## config.mk

```make
export PLATFORM = sky130hd
export DESIGN_NAME = strobe_capture_fifo
export DESIGN_NICKNAME = d
export VERILOG_FILES = /design/src/rtl/strobe_capture_fifo_pkg.sv /design/src/rtl/strobe_capture_fifo_sync_fifo_reg.sv /design/src/rtl/strobe_capture_fifo.sv
export SDC_FILE = /design/constraint.sdc
export NUM_CORES = 1
export LEC_CHECK = 0
export CORE_UTILIZATION = 48
export CTS_BUF_LIST = sky130_fd_sc_hd__clkbuf_4 sky130_fd_sc_hd__clkbuf_8
export DETAILED_ROUTE_END_ITERATION = 16
export GPL_TIMING_DRIVEN = 0
export HOLD_SLACK_MARGIN = 0.1
export PLACE_DENSITY = 0.66
export SLEW_MARGIN = 25
export SYNTH_ARGS = -nofsm -noshare
export SYNTH_HDL_FRONTEND = slang
export SYNTH_SLANG_ARGS = --single-unit
```

## constraint.sdc

```tcl
create_clock -name i_clock -period 6.38 [get_ports i_clock]
set_input_delay 1.276 -clock i_clock [delete_from_list [all_inputs] [get_ports i_clock]]
set_output_delay 1.276 -clock i_clock [all_outputs]
set_load 0.02 [all_outputs]
```

## src/rtl/strobe_capture_fifo_pkg.sv

```systemverilog
// rtl/strobe_capture_fifo_pkg.sv - shared types and constants for the strobe capture FIFO
package strobe_capture_fifo_pkg;

   typedef enum logic [1:0] {
      ST_IDLE   = 2'd0,
      ST_SETTLE = 2'd1,
      ST_PUSH   = 2'd2
   } capture_state_t;

   localparam int DEFAULT_DATA_WIDTH = 8;
   localparam int DEFAULT_DEPTH      = 16;

   // One extra bit so a completely full FIFO is representable.
   function automatic int count_width(input int depth);
      return $clog2(depth) + 1;
   endfunction

endpackage

```

## src/rtl/strobe_capture_fifo_sync_fifo_reg.sv

```systemverilog
// rtl/strobe_capture_fifo_sync_fifo_reg.sv - single-clock circular FIFO with registered read port
module sync_fifo_reg
   import strobe_capture_fifo_pkg::*;
#(
   parameter int DATA_WIDTH = DEFAULT_DATA_WIDTH,
   parameter int DEPTH      = DEFAULT_DEPTH
) (
   input  logic                          i_clock,
   input  logic                          i_reset,
   input  logic                          i_push,
   input  logic [DATA_WIDTH-1:0]         i_push_data,
   input  logic                          i_pop,
   output logic                          o_push_ready,
   output logic [DATA_WIDTH-1:0]         o_dout,
   output logic                          o_dout_valid,
   output logic                          o_full,
   output logic                          o_empty,
   output logic [count_width(DEPTH)-1:0] o_count
);

   localparam int AW = $clog2(DEPTH);
   localparam int CW = count_width(DEPTH);

   logic [DATA_WIDTH-1:0] r_mem [DEPTH];
   logic [AW-1:0]         r_wr_ptr;
   logic [AW-1:0]         r_rd_ptr;
   logic [CW-1:0]         r_count;
   logic [DATA_WIDTH-1:0] r_dout;
   logic                  r_dout_valid;

   logic w_pop_ok;
   logic w_push_ok;

   assign w_pop_ok     = i_pop && (r_count != '0);
   // A pop in the same cycle frees a slot, so a push at full still fits.
   assign o_push_ready = (r_count != CW'(DEPTH)) || w_pop_ok;
   assign w_push_ok    = i_push && o_push_ready;

   always_ff @(posedge i_clock) begin
      if (w_push_ok) begin
         r_mem[r_wr_ptr] <= i_push_data;
      end
   end

   always_ff @(posedge i_clock) begin
      if (i_reset) begin
         r_wr_ptr     <= '0;
         r_rd_ptr     <= '0;
         r_count      <= '0;
         r_dout       <= '0;
         r_dout_valid <= 1'b0;
      end else begin
         r_dout_valid <= w_pop_ok;
         if (w_pop_ok) begin
            r_dout   <= r_mem[r_rd_ptr];
            r_rd_ptr <= r_rd_ptr + AW'(1);
         end
         if (w_push_ok) begin
            r_wr_ptr <= r_wr_ptr + AW'(1);
         end
         case ({w_push_ok, w_pop_ok})
            2'b10:   r_count <= r_count + CW'(1);
            2'b01:   r_count <= r_count - CW'(1);
            default: r_count <= r_count;
         endcase
      end
   end

   assign o_dout       = r_dout;
   assign o_dout_valid = r_dout_valid;
   assign o_count      = r_count;
   assign o_empty      = (r_count == '0);
   assign o_full       = (r_count == CW'(DEPTH));

endmodule

```

## src/rtl/strobe_capture_fifo.sv

```systemverilog
// rtl/strobe_capture_fifo.sv - settle-delayed capture of MCU write data into a FIFO with sticky error flags
module strobe_capture_fifo
   import strobe_capture_fifo_pkg::*;
#(
   parameter int DATA_WIDTH    = DEFAULT_DATA_WIDTH,
   parameter int DEPTH         = DEFAULT_DEPTH,
   parameter int SETTLE_CYCLES = 3
) (
   input  logic                          i_clock,
   input  logic                          i_reset,
   input  logic                          i_strobe_pulse,
   input  logic [DATA_WIDTH-1:0]         i_data_in,
   input  logic                          i_rd_en,
   output logic [DATA_WIDTH-1:0]         o_dout,
   output logic                          o_dout_valid,
   output logic                          o_empty,
   output logic                          o_full,
   output logic [count_width(DEPTH)-1:0] o_count,
   output logic                          o_overflow,
   output logic                          o_missed,
   input  logic                          i_clear_flags
);

   localparam logic [7:0] SETTLE_LOAD = 8'(SETTLE_CYCLES - 1);

   capture_state_t        r_state;
   logic [7:0]            r_settle_cnt;
   logic [DATA_WIDTH-1:0] r_d1;
   logic [DATA_WIDTH-1:0] r_d2;
   logic                  r_overflow;
   logic                  r_missed;

   logic w_push_req;
   logic w_push_ready;
   logic w_missed_set;
   logic w_overflow_set;

   // The bus is asynchronous; two flops bring it into the clock domain.
   always_ff @(posedge i_clock) begin
      if (i_reset) begin
         r_d1 <= '0;
         r_d2 <= '0;
      end else begin
         r_d1 <= i_data_in;
         r_d2 <= r_d1;
      end
   end

   assign w_push_req     = (r_state == ST_PUSH);
   assign w_missed_set   = i_strobe_pulse && (r_state != ST_IDLE);
   assign w_overflow_set = w_push_req && !w_push_ready;

   always_ff @(posedge i_clock) begin
      if (i_reset) begin
         r_state      <= ST_IDLE;
         r_settle_cnt <= '0;
         r_overflow   <= 1'b0;
         r_missed     <= 1'b0;
      end else begin
         case (r_state)
            ST_IDLE: begin
               if (i_strobe_pulse) begin
                  r_state      <= ST_SETTLE;
                  r_settle_cnt <= SETTLE_LOAD;
               end
            end
            ST_SETTLE: begin
               if (r_settle_cnt == '0) begin
                  r_state <= ST_PUSH;
               end else begin
                  r_settle_cnt <= r_settle_cnt - 8'd1;
               end
            end
            ST_PUSH: begin
               r_state <= ST_IDLE;
            end
            default: begin
               r_state <= ST_IDLE;
            end
         endcase

         // Set beats clear when both land in the same cycle.
         if (w_missed_set) begin
            r_missed <= 1'b1;
         end else if (i_clear_flags) begin
            r_missed <= 1'b0;
         end
         if (w_overflow_set) begin
            r_overflow <= 1'b1;
         end else if (i_clear_flags) begin
            r_overflow <= 1'b0;
         end
      end
   end

   sync_fifo_reg #(
      .DATA_WIDTH (DATA_WIDTH),
      .DEPTH      (DEPTH)
   ) u_fifo (
      .i_clock      (i_clock),
      .i_reset      (i_reset),
      .i_push       (w_push_req),
      .i_push_data  (r_d2),
      .i_pop        (i_rd_en),
      .o_push_ready (w_push_ready),
      .o_dout       (o_dout),
      .o_dout_valid (o_dout_valid),
      .o_full       (o_full),
      .o_empty      (o_empty),
      .o_count      (o_count)
   );

   assign o_overflow = r_overflow;
   assign o_missed   = r_missed;

endmodule
```

==> flow_summary.yaml <==
power_and_ir_drop:
  pwr-share-clk: 0.251
  power.leakage_nw: 2.60
  intPower_mw: 2.12
  p_sw_mw: 0.976
  ir_worst_vdd_mv: 0.220
  powerDensity_mw_per_mm2: 391
  pwr-share-seq: 0.453
  p_sw_frac: 0.315
  combPwrFrac: 0.296
setup_path:
  critPathMaxFanout: 5
  path_cells: "nor4_1, and2_1, clkdlybuf4s50_1"
  r2r-end: "u_fifo.o_count[4]$_SDFFE_PP0P_"
  worstRegToRegCells: 12
  critPathMaxStageDelay_ps: 730
  crit_required_ps: 5100
  arrival_ps: 2390
  reg2reg_from: "u_fifo.o_count[0]$_SDFFE_PP0P_"
  crit_slowest_cell: "nor4_1"
  reg2reg_slack_ps: 3160
  cp-end-kind: "output port"
  crit_path_start_kind: "register"
  path_class: "reg -> out"
clock_tree:
  clock_sinks: 178
  post_cts_buffers: 0
  clk_pin_slew_ps: 90
  cts_tree: "built"
  numCtsBuffers: 17
  ctsResizeCount: 0
  ctsHoldBuffers: 0
  clockBufferDepth: 2
  root_buffer: "clkbuf_8"
  h-tree-depth: 4
  clock_latency_ps: 460
layout:
  antenna_cells: 0
  syn_to_final_growth_pct: 13.2
  drive_gt1_frac: 0.129
  nets: 537
global_routing:
  grt_pass1_vias: 3853
  busiest_layer: "met2"
  grt_antenna_before_repair: 0
  grt-ovfl-total: 0
  grt_use_met3: 0.0469
  grt_pass1_wl_um: 21800
  grt_max_degree: 17
  use_met2: 0.328
  grtUsageTotal: 0.206
  use_met1: 0.272
drt:
  wl_per_cell_um: 19.9
  ant_nets: 0
  drt_iter0_drc: 278
  dr.pass1.iters: 5
  viasPerCell: 5.51
  via_count: 3888
  finalWirelength_um: 14100
  drc: 0
floorplanning:
  rows: 43
  ios: 31
  core_sq_mm: 0.0140
  start_util: 0.498
  die_w_um: 123
  die_h_um: 123
  dieArea_sq_mm: 0.0151
yosys:
  yosys.area.top_type_share: 0.549
  synth_top_family_by_area: "multiplexers"
  synthMuxAreaShare: 0.102
  syn_inst: 466
  synth_common_cells: "128 x edfxtp_1, 50 x dfxtp_1, 45 x nor2_1"
  synth_xor_area_frac: 0.0188
  netlist_top_cells_area: "edfxtp_1 55%, dfxtp_1 14%, mux4_2 5.2%, mux2i_1 5.0%, nor2_1 2.4%"
  ys_ff_latch: 178
  netlist.top_cell.by_area: "edfxtp_1"
  seq_area_frac_synth: 0.692
  synthAdderAreaFrac: 0.0207
  synth_most_common_cell: "edfxtp_1"
  synth-compound-area-share: 0.0520
  yosysUniqueCellTypes: 45
  yosysWarnings: 0
  synth-async-reset-ratio: 0
  synth-main-ff-cell: "edfxtp_1"
  yosys.area_share.simple: 0.0908
  synth.avg_cell_area_sq_um: 15.0
  synth_edf_count: 128
  syn-num-nets: 490
  synth_area_sq_mm: 0.00700
placement:
  dp_hpwl_um: 9140
  io_buffers: 28
  gp_congestion: 0.791
  pre_cts_ws_ps: 2530
outcome:
  status: "finished clean"
sta:
  finalCriticalPeriod_ps: 3670
  setup_viol_count_final: 0
  maxSlewViolCount: 0
  grt_setup_unrepaired: "no"
  finalClockSkew_ps: 9.24
  timing.final.crit_share: 0.575
  tightest_slew_ps: 898
  timing.final.ws_setup_ps: 2710
  worst_slew_margin_rel: 0.399
  fin_tns_setup_ps: 0
  hold_viol: 0
  max_freq_mhz: 273
hold_path:
  holdPathStages: 1
  hold_class: "reg -> reg"
  min_to: "r_d2[7]$_SDFF_PP0_"
  hold_start: "r_d1[7]$_SDFF_PP0_"
job:
  max_cap_violations: 0
==> state kept, by name, summed over array words and instances (netlist names) <==
register             cells
u_fifo.r_mem           128
u_fifo.r_rd_ptr          4
u_fifo.o_count           5
r_state                  2
r_d1                     8
o_overflow               1
u_fifo.o_dout_valid      1
u_fifo.r_wr_ptr          4
r_settle_cnt             8
u_fifo.o_dout            8
r_d2                     8
o_missed                 1
==> worst max path at each step <==
| stage | cells after the start | slack (ps) | start | to |
|---|---|---|---|---|
| global placement | 5 | 2580 | i_rd_en | u_fifo.r_mem[0][0]$_DFFE_PP_ |
| floorplan | 11 | 3100 | i_rd_en | u_fifo.o_count[4]$_SDFFE_PP0P_ |
| CTS | 3 | 2720 | u_fifo.o_count[0]$_SDFFE_PP0P_ | o_full |
| finish | 3 | 2710 | u_fifo.o_count[0]$_SDFFE_PP0P_ | o_full |
| detailed placement | 11 | 2530 | i_rd_en | u_fifo.o_count[4]$_SDFFE_PP0P_ |
| global route | 3 | 2590 | u_fifo.o_count[0]$_SDFFE_PP0P_ | o_full |
==> power groups by stage <==
stage | sequential, mW | combinational (mW) | clock (mW)
detailed placement | 1.43 | 0.914 | 0
floorplan | 1.46 | 0.613 | 0
global route | 1.42 | 1.01 | 0.837
global placement | 1.43 | 0.902 | 0
finish | 1.40 | 0.918 | 0.777
CTS | 1.41 | 0.920 | 0.785
==> routing by layer <==
layer | vias to the layer above | part of all wire
li1 | 1843 | -
met1 | 1912 | 0.43
met2 | 109 | 0.49
met3 | 24 | 0.052
met4 | 0 | 0.022
met5 | - | 0
==> final cells by class <==
class / instances / area (sq um)
Buffer: 25 / 120
Clock buffer: 17 / 234
Clock inverter: 15 / 166
Fill cell: 1111 / 6120
Inverter: 12 / 45.0
Multi-Input combinational cell: 251 / 2010
Sequential cell: 178 / 4840
Tap cell: 180 / 225
Timing Repair Buffer: 28 / 280
==> stage by stage <==
step	area (sq um)	std cells	power [mW]	util	hold WS (ps)
global placement	7500	674	2.33	0.534	417
CTS	7920	706	3.11	0.564	442
finish	7920	706	3.10	0.564	441
floorplan	7000	466	2.07	-	414
global route	7920	706	3.26	0.564	454
detailed placement	7520	674	2.34	0.536	422
==> cells in the final DEF, fill, tap and decap left out, drive strengths merged, types with 9 or more instances in the layout <==
master	n
edfxtp	128
dfxtp	50
nand2	15
o22ai	16
mux2i	35
nor2b	21
nor2	46
xor2	9
ha	10
buf	13
nor3	13
mux4	16
clkbuf	29
clkdlybuf4s50	28
nor4	10
inv	13
==> critical path, delay by kind of cell (launching register included) <==
kind | cells | cell delay (ps)
AND/OR/NAND/NOR | 2 | 970
flip-flops | 1 | 360
buffers and inverters | 1 | 600
==> cell families after synthesis <==
| kind of cell | after synthesis |
|---|---|
| DFF | 178 |
| and+or+nand+nor | 125 |
| muxes | 51 |
| AOI/OAI and AO/OA | 49 |
| buffers and inverters | 37 |
| xor gates and xnor gates | 15 |
| adders and majority gates | 11 |
Power figures use the tool's default switching activity.
